[config.mk]
export PLATFORM = sky130hd
export DESIGN_NAME = ibusif_pq
export DESIGN_NICKNAME = d
export VERILOG_FILES = /design/src/rtl/ibusif_pkg.sv /design/src/rtl/ifq_hw.sv /design/src/rtl/ibusif_pq.sv
export SDC_FILE = /design/constraint.sdc
export NUM_CORES = 1
export LEC_CHECK = 0
export ABC_AREA = 1
export BUFFER_PORTS_ARGS = -buffer_cell sky130_fd_sc_hd__buf_4
export CAP_MARGIN = 0
export CORE_MARGIN = 5
export CORE_UTILIZATION = 58
export DETAILED_ROUTE_END_ITERATION = 12
export HOLD_SLACK_MARGIN = 0.12
export PLACE_DENSITY = 0.91
export SLEW_MARGIN = 10
export SYNTH_ARGS = -nofsm -noshare
export SYNTH_HDL_FRONTEND = slang
export SYNTH_SLANG_ARGS = --single-unit
[constraint.sdc]
create_clock -name clk -period 8.7 [get_ports clk]
set_input_delay 0.435 -clock clk [delete_from_list [all_inputs] [get_ports clk]]
set_output_delay 0.435 -clock clk [all_outputs]
set_load 0.01 [all_outputs]
[src/rtl/ibusif_pkg.sv]
// Shared types and constants for the instruction-bus prefetch queue.
package ibusif_pkg;

  localparam logic [1:0] HSIZE_16 = 2'b01;
  localparam logic [1:0] HSIZE_32 = 2'b10;

  // Only bit 0 of pop_size is decoded: set takes one halfword, clear takes two.
  localparam logic [1:0] POP_SIZE_16 = 2'b01;
  localparam logic [1:0] POP_SIZE_32 = 2'b10;

  typedef struct packed {
    logic        err;
    logic [15:0] hw;
  } ifq_entry_t;

  function automatic logic [31:0] seq_addr(input logic [31:0] a);
    return {a[31:2] + 30'd1, 2'b00};
  endfunction

endpackage

[src/rtl/ifq_hw.sv]
// Circular halfword FIFO with 1/2-entry push and pop, clear, and a 2-entry head view.
module ifq_hw
  import ibusif_pkg::*;
#(
  parameter  int QDEPTH = 4,
  localparam int AW     = $clog2(QDEPTH),
  localparam int CW     = AW + 1
) (
  input  logic          clk,
  input  logic          rstn,
  input  logic          clr,
  input  logic [1:0]    push_n,
  input  ifq_entry_t    push0,
  input  ifq_entry_t    push1,
  input  logic [1:0]    pop_n,
  output logic [CW-1:0] count,
  output ifq_entry_t    head0,
  output ifq_entry_t    head1
);

  ifq_entry_t    r_mem [QDEPTH];
  logic [AW-1:0] r_rd;
  logic [AW-1:0] r_wr;
  logic [CW-1:0] r_cnt;
  logic [AW-1:0] w_wr1;
  logic [AW-1:0] w_rd1;

  // Power-of-two depth lets the pointers wrap by plain overflow.
  assign w_wr1 = r_wr + AW'(1);
  assign w_rd1 = r_rd + AW'(1);

  always_ff @(posedge clk or negedge rstn) begin
    if (!rstn) begin
      for (int i = 0; i < QDEPTH; i++) r_mem[i] <= '0;
      r_rd  <= '0;
      r_wr  <= '0;
      r_cnt <= '0;
    end else if (clr) begin
      r_rd  <= '0;
      r_wr  <= '0;
      r_cnt <= '0;
    end else begin
      if (push_n != 2'd0) r_mem[r_wr]  <= push0;
      if (push_n == 2'd2) r_mem[w_wr1] <= push1;
      r_wr  <= r_wr + AW'(push_n);
      r_rd  <= r_rd + AW'(pop_n);
      r_cnt <= r_cnt + CW'(push_n) - CW'(pop_n);
    end
  end

  assign count = r_cnt;
  assign head0 = r_mem[r_rd];
  assign head1 = r_mem[w_rd1];

endmodule

[src/rtl/ibusif_pq.sv]
// Instruction-bus fetch interface with halfword prefetch queue and jump redirect.
// Optional IBUSIF_PQ_BYPASS_EN forwards responses straight to the head when the queue is empty.
module ibusif_pq
  import ibusif_pkg::*;
#(
  parameter int          QDEPTH   = 4,
  parameter logic [31:0] RESET_PC = 32'h0000_0000
) (
  input  logic        clk,
  input  logic        rstn,
  input  logic        jmp_req,
  input  logic [31:0] jmp_addr,
  output logic [1:0]  vld_size,
  output logic [31:0] data,
  output logic        bus_err,
  input  logic        pop,
  input  logic [1:0]  pop_size,
  output logic [31:0] haddr,
  output logic [1:0]  hsize,
  output logic        htrans,
  output logic        hprot,
  output logic        hwrite,
  output logic [31:0] hwdata,
  input  logic [31:0] hrdata,
  input  logic        hresp,
  input  logic        hready
);

  localparam int CW = $clog2(QDEPTH) + 1;

  logic [31:0]   r_addr;
  logic          r_outst;
  logic          r_cancel;
  logic          r_osize32;
  logic          r_halted;

  logic [31:0]   w_jaddr;
  logic [CW-1:0] w_cnt, w_free, w_need, w_resv, w_vcnt;
  logic          w_done, w_err, w_pop_ok;
  logic [1:0]    w_rsp_n, w_pop_n, w_fpush_n, w_fpop_n;
  ifq_entry_t    w_rsp0, w_rsp1, w_head0, w_head1, w_v0, w_v1, w_fpush0, w_fpush1;

  assign w_jaddr = jmp_addr & 32'hFFFF_FFFE;
  assign haddr   = jmp_req ? w_jaddr : r_addr;
  assign hsize   = haddr[1] ? HSIZE_16 : HSIZE_32;
  assign hprot   = 1'b0;
  assign hwrite  = 1'b0;
  assign hwdata  = '0;

  // Credit uses the registered fill level; a pop this cycle earns nothing.
  assign w_free = CW'(QDEPTH) - w_cnt;
  assign w_need = haddr[1] ? CW'(1) : CW'(2);
  assign w_resv = (r_outst && !r_cancel) ? (r_osize32 ? CW'(2) : CW'(1)) : '0;
  assign w_done = r_outst && hready && !r_cancel && !jmp_req;
  assign w_err  = w_done && hresp;
  assign htrans = hready && (jmp_req || (!r_halted && !w_err && (w_free >= w_need + w_resv)));

  always_comb begin
    w_rsp_n = 2'd0;
    w_rsp0  = '0;
    w_rsp1  = '0;
    if (w_done) begin
      w_rsp_n = r_osize32 ? 2'd2 : 2'd1;
      if (hresp) begin
        w_rsp0.err = 1'b1;
        w_rsp1.err = r_osize32;
      end else if (r_osize32) begin
        w_rsp0.hw = hrdata[15:0];
        w_rsp1.hw = hrdata[31:16];
      end else begin
        w_rsp0.hw = hrdata[31:16];
      end
    end
  end

  always_comb begin
    w_v0   = w_head0;
    w_v1   = w_head1;
    w_vcnt = w_cnt;
`ifdef IBUSIF_PQ_BYPASS_EN
    if (w_cnt == '0 && w_rsp_n != 2'd0) begin
      w_v0   = w_rsp0;
      w_v1   = w_rsp1;
      w_vcnt = CW'(w_rsp_n);
    end
`endif
  end

  assign vld_size = (w_vcnt >= CW'(2)) ? 2'd2 : w_vcnt[1:0];
  assign data     = {(vld_size == 2'd2) ? w_v1.hw : 16'h0, (vld_size != 2'd0) ? w_v0.hw : 16'h0};
  assign bus_err  = ((vld_size != 2'd0) && w_v0.err) || ((vld_size == 2'd2) && w_v1.err);

  assign w_pop_ok = (pop_size[0] == POP_SIZE_16[0]) ? (vld_size != 2'd0) : (vld_size == 2'd2);
  assign w_pop_n  = (pop && !jmp_req && w_pop_ok) ? ((pop_size[0] == POP_SIZE_16[0]) ? 2'd1 : 2'd2) : 2'd0;

  // Bypassed halfwords that were popped this cycle never enter the FIFO.
  always_comb begin
    w_fpush_n = w_rsp_n;
    w_fpush0  = w_rsp0;
    w_fpush1  = w_rsp1;
    w_fpop_n  = w_pop_n;
`ifdef IBUSIF_PQ_BYPASS_EN
    if (w_cnt == '0 && w_rsp_n != 2'd0) begin
      w_fpop_n  = 2'd0;
      w_fpush_n = w_rsp_n - w_pop_n;
      w_fpush0  = (w_pop_n == 2'd1) ? w_rsp1 : w_rsp0;
    end
`endif
  end

  ifq_hw #(.QDEPTH(QDEPTH)) u_ifq (
    .clk    (clk),
    .rstn   (rstn),
    .clr    (jmp_req),
    .push_n (w_fpush_n),
    .push0  (w_fpush0),
    .push1  (w_fpush1),
    .pop_n  (w_fpop_n),
    .count  (w_cnt),
    .head0  (w_head0),
    .head1  (w_head1)
  );

  // A jump during a stalled data phase marks that response for discard.
  always_ff @(posedge clk or negedge rstn) begin
    if (!rstn) begin
      r_addr    <= RESET_PC;
      r_outst   <= 1'b0;
      r_cancel  <= 1'b0;
      r_osize32 <= 1'b0;
      r_halted  <= 1'b0;
    end else begin
      if (jmp_req)     r_addr <= htrans ? seq_addr(w_jaddr) : w_jaddr;
      else if (htrans) r_addr <= seq_addr(r_addr);
      if (hready) begin
        r_outst   <= htrans;
        r_cancel  <= 1'b0;
        r_osize32 <= (hsize == HSIZE_32);
      end else if (jmp_req) begin
        r_cancel  <= 1'b1;
      end
      if (jmp_req)    r_halted <= 1'b0;
      else if (w_err) r_halted <= 1'b1;
    end
  end

endmodule

==> flow_summary.ini, run 1 <==
[power]
p_sw_share_pct = 42.8
p_clk_share_pct = 18.6
p_int_mw = 1.37
pwr-share-comb_pct = 47.3
peakVddDrop_uv = 125
p_sw_mw = 1.03
p_leak_nw = 5.12
p_per_area_nw_per_um2 = 237
sequentialPowerShare_pct = 34.2
total_power_mw = 2.40

[yosys]
synth_seq_area_share_pct = 31.0
synth_top_area_share_pct = 31.0
synth_edf_count = 0
synth.most_common_cell = nand2_1
ys_types = 45
yosys_warnings = 0
synth_area_um2 = 8870
synth_cells = 1357
ys_seq_elements = 110
synth_top_area_cell = dfrtp_1
syn_avg_cell_area_um2 = 6.53
synth_common_cells = nand2_1, inv_1, nor2_1, a21oi_1, dfrtp_1
postSynth.asyncResetShare_pct = 100
yosys_most_used_dff = dfrtp_1
synthTopCellsByArea = dfrtp_1, nand2_1, inv_1

[clock_network]
clk_latency_ns = 0.36
clockRootBuffer = clkbuf_16
clockBufferDepth = 2
clkTransAtPathRegs_ns = 0.07
cts_hold_buffers = 0
cts_sinks = 110
h-tree-depth = 3
cts_tree = built
post-cts-setup-buffer-count = 0
cts_buffers = 9
cts_resized = 0

[setup_path]
cp_max_fo = 32
crit_path_end_kind = primary output
worst_ep_arrival_time_ns = 3.59
startpoint_type = flip-flop
ff2ff_path_depth = 15
path_class = reg2out
required_ns = 8.27

[placement]
port_buffers = 138
preCtsSetupSlack_ns = 4.47
hpwlAfterDp_um = 20100
gp_congestion = 0.948

[global_route]
grt_antenna_before_repair = 0
grt_usage_pct = 31.9
gr-total-overflow = 0
grt_start_max_net_pins = 62
grt_pass1_vias = 9683
grt_pass1_wl_um = 46600

[drt]
vias = 9929
first_iter_violations = 1477
drc = 0
postRouteAntennaNets = 0
vias_per_cell = 6.04
post_drt_wl_per_cell_um = 17.8
drt_first_pass_iters = 7
wl_um = 29200

[floorplan]
die_width_um = 134
core_area_um2 = 15100
die-area_um2 = 17900
start_util_pct = 58.8
die_h_um = 134
io_pins = 176
num_rows = 45

[sta]
timing.fmax_mhz = 249
setup_viol = 0
fin_tns_setup_ns = 0
maxSlewViolCount = 0
fin_crit_sh_pct = 46.2
clock_skew_ns = 0.00941
worstMarginPinSlew_ns = 1.34
hold_viol = 0
fin_crit_ns = 4.02
slew_headroom_pct = 10.8
rsz0062_at_grt = no
setup_slack_ns = 4.68

[cells_and_area]
diodes = 0
fillers = 1307
drive_above_1_share_pct = 14.7
num-nets-final = 1538
syn_to_final_growth_pct = 13.8

[run_status]
status = finished, final reports clean

[flow_run]
cap_violations = 0

[hold_path]
hold_path.class = in2async
-- final timing paths --
kind | from | endpoint | slack, ns
max | r_osize32$_DFFE_PN0P_ | htrans | 4.68
min | rstn | u_ifq.r_mem[35]$_DFFE_PN0N_ | 0.12
max reg2reg | r_osize32$_DFFE_PN0P_ | r_addr[24]$_DFFE_PN0P_ | 4.71
min reg2reg | r_addr[31]$_DFFE_PN0P_ | r_addr[31]$_DFFE_PN0P_ | 0.53
max in group asynchronous | rstn | u_ifq.r_mem[64]$_DFFE_PN0N_ | 7.35
min in group clk | hready | r_cancel$_DFFE_PN0P_ | 0.37
-- per-layer routing --
layer | vias up | track usage [%] | part of all wire, %
met5 | - | 0 | 0
met4 | 0 | 16.3 | 5.3
met3 | 146 | 6.00 | 11
met2 | 714 | 52.9 | 46
met1 | 4444 | 39.7 | 37
li1 | 4625 | - | -
-- stage by stage --
step                cell area, um^2  cells  hold WS, ns  util [%]
floorplan                      8990   1391        0.139         -
CTS                           10100   1644        0.160      66.9
global placement               9770   1628        0.473      64.8
finish                        10100   1644        0.124      66.9
global route                  10100   1644        0.196      66.9
detailed placement             9770   1628        0.514      64.8
-- kinds of logic after synthesis --
group / Yosys count / synth area share (%)
flip-flops: 110 / 31.0
buffers and inverters: 304 / 15.1
AND/OR/NAND/NOR: 550 / 26.4
adder cells (fa/ha/maj): 15 / 2.37
other: 1 / 0.0423
AO/OA/AOI/OAI: 363 / 23.7
XOR/XNOR: 14 / 1.38
-- power groups by stage --
stage / combinational [mW] / sequential [mW] / clock, mW
2_1_floorplan: 0.704 / 0.779 / 0
3_3_place_gp: 1.07 / 0.806 / 0
3_5_place_dp: 1.10 / 0.819 / 0
4_1_cts: 1.11 / 0.810 / 0.441
5_1_grt: 1.23 / 0.835 / 0.462
6_report: 1.13 / 0.818 / 0.445
-- worst max-delay path, cell delays in order, from the launching register on --
cell and delay [ns]:
dfrtp_1 0.60, inv_2 0.56, nor2_1 0.15, fa_1 0.53, inv_1 0.04, ha_1 0.31
inv_1 0.07, nor2_1 0.04, o21ai_0 0.18, nand2_1 0.10, nand3_1 0.41, inv_1 0.08
buf_4 0.16
-- flip-flops by register name (all words and copies together) (netlist names), 2 cells and up --
| signal | count |
|---|---|
| u_ifq.r_wr | 2 |
| u_ifq.r_mem | 68 |
| r_addr | 31 |
| u_ifq.count | 3 |
| u_ifq.r_rd | 2 |
-- final cells by class --
cell class                 count  area (um^2)  area share (%)
timing repair buffer         147         1100            10.9
clock inverter                 5         63.8           0.633
tap                          188          235            2.33
multi-input combinational    977         4910            48.6
sequential                   110         2750            27.3
inverter                     206          773            7.66
clock buffer                  11          253            2.51
-- layout by cell type (no fill, tap or decap), types with 3 or more instances in the layout --
master,netlist,layout
nand2_1,286,286
a21oi_1,122,122
clkinv_1,3,3
a31oi_1,13,13
conb_1,1,35
o221ai_1,3,3
clkbuf_16,0,9
a22oi_1,4,4
a211oi_2,10,10
o21bai_1,3,3
a21oi_2,10,10
a211oi_1,5,5
nor4_1,15,15
ha_1,12,12
o21ai_1,14,14
nor2_2,3,3
xor2_1,11,11
fa_1,3,3
nor2_1,132,132
dfrtp_1,110,110
nand4_1,19,19
nand3_1,71,71
o22ai_1,62,62
o21ai_0,107,107
buf_4,40,147
nor3_1,12,12
inv_2,16,16
inv_1,187,187
xnor2_1,3,3
o211ai_1,4,4
(Power assumes the default switching activity.)
==> inputs of run 2 (changes only) <==
--- a/config.mk
+++ b/config.mk
@@ -5,14 +5,14 @@
 export SDC_FILE = /design/constraint.sdc
 export NUM_CORES = 1
 export LEC_CHECK = 0
-export ABC_AREA = 1
+export ABC_AREA = 0
 export BUFFER_PORTS_ARGS = -buffer_cell sky130_fd_sc_hd__buf_4
 export CAP_MARGIN = 0
 export CORE_MARGIN = 5
-export CORE_UTILIZATION = 58
+export CORE_UTILIZATION = 56
 export DETAILED_ROUTE_END_ITERATION = 12
 export HOLD_SLACK_MARGIN = 0.12
-export PLACE_DENSITY = 0.91
+export PLACE_DENSITY = 0.89
 export SLEW_MARGIN = 10
 export SYNTH_ARGS = -nofsm -noshare
 export SYNTH_HDL_FRONTEND = slang
==> constraint.sdc (replaced) <==
create_clock -name clk -period 3.78 [get_ports clk]
set_input_delay 0.189 -clock clk [delete_from_list [all_inputs] [get_ports clk]]
set_output_delay 0.189 -clock clk [all_outputs]
set_load 0.01 [all_outputs]
==> run 2 against run 1 <==
Compared with the run above:
- via count is 26% lower
- critical path type unchanged
- final area is 3.1% lower
- first-iteration DRC count is 52% lower
- non-clock buffer count is 13 higher
==> flow_summary.ini, run 2 <==
[run_status]
status = finished, final reports clean

[drt]
drt_first_pass_iters = 6
post_drt_wl_per_cell_um = 19.2
vias_per_cell = 6.32
wl_um = 22300
first_iter_violations = 715
drc = 0
postRouteAntennaNets = 0
vias = 7348

[power]
p_clk_share_pct = 19.2
peakVddDrop_uv = 292
p_sw_share_pct = 37.7
total_power_mw = 4.96
p_int_mw = 3.09
p_leak_nw = 4.27
p_sw_mw = 1.87
sequentialPowerShare_pct = 36.9
pwr-share-comb_pct = 44.0
p_per_area_nw_per_um2 = 507

[clock_network]
clockRootBuffer = clkbuf_16
clk_latency_ns = 0.37
clkTransAtPathRegs_ns = 0.09
cts_buffers = 9
cts_tree = built
clockBufferDepth = 2
cts_sinks = 110
h-tree-depth = 3

[yosys]
synth_top_area_cell = dfrtp_1
synth_common_cells = dfrtp_1, nor2_1, nand2_1, mux2i_1, mux2_2
synth_seq_area_share_pct = 32.9
yosys_most_used_dff = dfrtp_1
synth.most_common_cell = dfrtp_1
synth_top_area_share_pct = 32.9
syn_avg_cell_area_um2 = 9.73
synth_area_um2 = 8380
synthTopCellsByArea = dfrtp_1, mux4_2, mux2i_1
synth_cells = 861
synth_edf_count = 0
postSynth.asyncResetShare_pct = 100
ys_seq_elements = 110
ys_types = 57
yosys_warnings = 0

[floorplan]
die_width_um = 132
die-area_um2 = 17500
start_util_pct = 57.4
core_area_um2 = 14600
die_h_um = 132
io_pins = 176
num_rows = 44

[cells_and_area]
fillers = 1112
seqCellArea_um2 = 2750
syn_to_final_growth_pct = 16.6
final_cells = 1162
final_cell_mix = buf_4, dfrtp_1, nor2_1
largest_register_ffs = 68
top_register = u_ifq.r_mem
num-nets-final = 1059
mostFrequentLayoutCell = buf_4
multi_input_area_um2 = 5180
final_core_util_pct = 67.0
drive_above_1_share_pct = 28.6

[global_route]
gr-total-overflow = 0
grt_start_max_net_pins = 62
grt_pass1_vias = 7313
grt_usage_pct = 25.0
grt_antenna_before_repair = 1
grt_pass1_wl_um = 36600

[placement]
gp_congestion = 0.933
port_buffers = 138
dp_cells = 1140
hpwlAfterDp_um = 15800

[hold_path]
hold_path.class = in2reg

[setup_path]
cp_max_fo = 7
startpoint_type = flip-flop
required_ns = 3.59
path_class = reg2out
worst_ep_arrival_time_ns = 3.35
crit_path_end_kind = primary output

[sta]
fin_crit_ns = 3.54
slew_headroom_pct = 29.7
fin_tns_setup_ns = 0
clock_skew_ns = 0.0185
hold_viol = 0
rsz0062_at_grt = no
worstMarginPinSlew_ns = 1.05
timing.fmax_mhz = 283
maxSlewViolCount = 0
setup_viol = 0
fin_crit_sh_pct = 93.5

[flow_run]
cap_violations = 0
[run 2: cell count changes after synthesis, moves of 26 or more]
cell and delta:
a21oi_1 -112, a221oi_1 +32, inv_1 -171, mux2_2 +41, mux2i_1 +54, mux4_2 +33, nand2_1 -226, nand3_1 -52
nor2_1 -42, nor2b_1 +26, o21ai_0 -77, o22ai_1 -60
[run 2: power by group through the flow]
stage | registers (mW) | clock network [mW] | logic [mW]
after global routing | 1.87 | 1.00 | 2.38
after global placement | 1.81 | 0 | 2.10
final | 1.83 | 0.950 | 2.18
after detailed placement | 1.84 | 0 | 2.16
after floorplan | 1.72 | 0 | 1.46
after CTS | 1.81 | 0.959 | 2.18
[run 2: final timing paths]
check | endpoint | startpoint | slack [ns] | cells past startpoint
min reg2reg | u_ifq.r_mem[55]$_DFFE_PN0N_ | u_ifq.r_mem[55]$_DFFE_PN0N_ | 0.51 | 2
max | htrans | r_addr[1]$_DFFE_PN0P_ | 0.24 | 13
min in group asynchronous | r_addr[19]$_DFFE_PN0P_ | rstn | 0.45 | 2
max in group asynchronous | u_ifq.r_mem[0]$_DFFE_PN0N_ | rstn | 2.55 | 3
max reg2reg | r_addr[28]$_DFFE_PN0P_ | r_addr[1]$_DFFE_PN0P_ | 0.54 | 13
min | u_ifq.r_mem[32]$_DFFE_PN0N_ | hrdata[31] | 0.13 | 3
[run 2: timing repair]
| item | in CTS | in global routing |
|---|---|---|
| setup endpoints to repair | 0 | 1 |
| hold buffers | 5 | 0 |
| gates resized for setup | 0 | 2 |
| hold endpoints to repair | 64 | 0 |
| setup buffers | 0 | 0 |
[run 2: logic make-up (layout without fill, tap and decap cells)]
logic type	count (synthesis)	in the layout	share of synthesized area (%)
XOR/XNOR	56	56	5.85
AND/OR/NAND/NOR	333	333	22.0
buffers and inverters	110	192	6.87
adder cells (fa/ha/maj)	15	15	2.51
AO/OA/AOI/OAI	108	108	9.02
multiplexers	128	128	20.8
flip-flops	110	110	32.9
other	1	36	0.0448
[run 2: area by class of cell]
type | count | area share, %
antenna | 1 | 0.0256
clock buffer | 10 | 2.34
clock inverter | 6 | 0.627
inverter | 16 | 0.615
multi-input combinational | 675 | 53.1
sequential | 110 | 28.2
tap | 184 | 2.36
timing repair buffer | 160 | 12.8
[run 2: layer usage]
metal  vias up  part of all wire, %  track usage [%]
met5         -                    0                0
met4         0                  2.7             9.73
met3        66                  9.5             4.69
met2       465                   50             42.2
met1      3532                   38             32.0
li1       3285                    -                -
[run 2: worst max-delay path: stages (launching register included)]
cell      delay [ns]
dfrtp_1         0.38
nand2b_1        0.09
a21boi_1        0.27
inv_1           0.13
ha_1            0.22
fa_1            0.48
inv_1           0.04
ha_1            0.17
a21oi_1         0.18
o21a_2          0.30
nor2_1          0.09
o21ai_0         0.31
inv_1           0.13
buf_4           0.17
[run 2: through the flow]
step | cell area (um^2) | hold WS [ns] | setup slack, ns
6_report | 9770 | 0.134 | 0.244
5_1_grt | 9770 | 0.143 | 0.0768
4_1_cts | 9770 | 0.121 | 0.00183
3_5_place_dp | 9430 | 0.317 | 0.416
3_3_place_gp | 9430 | 0.317 | 0.475
2_1_floorplan | 8510 | -0.107 | 0.154
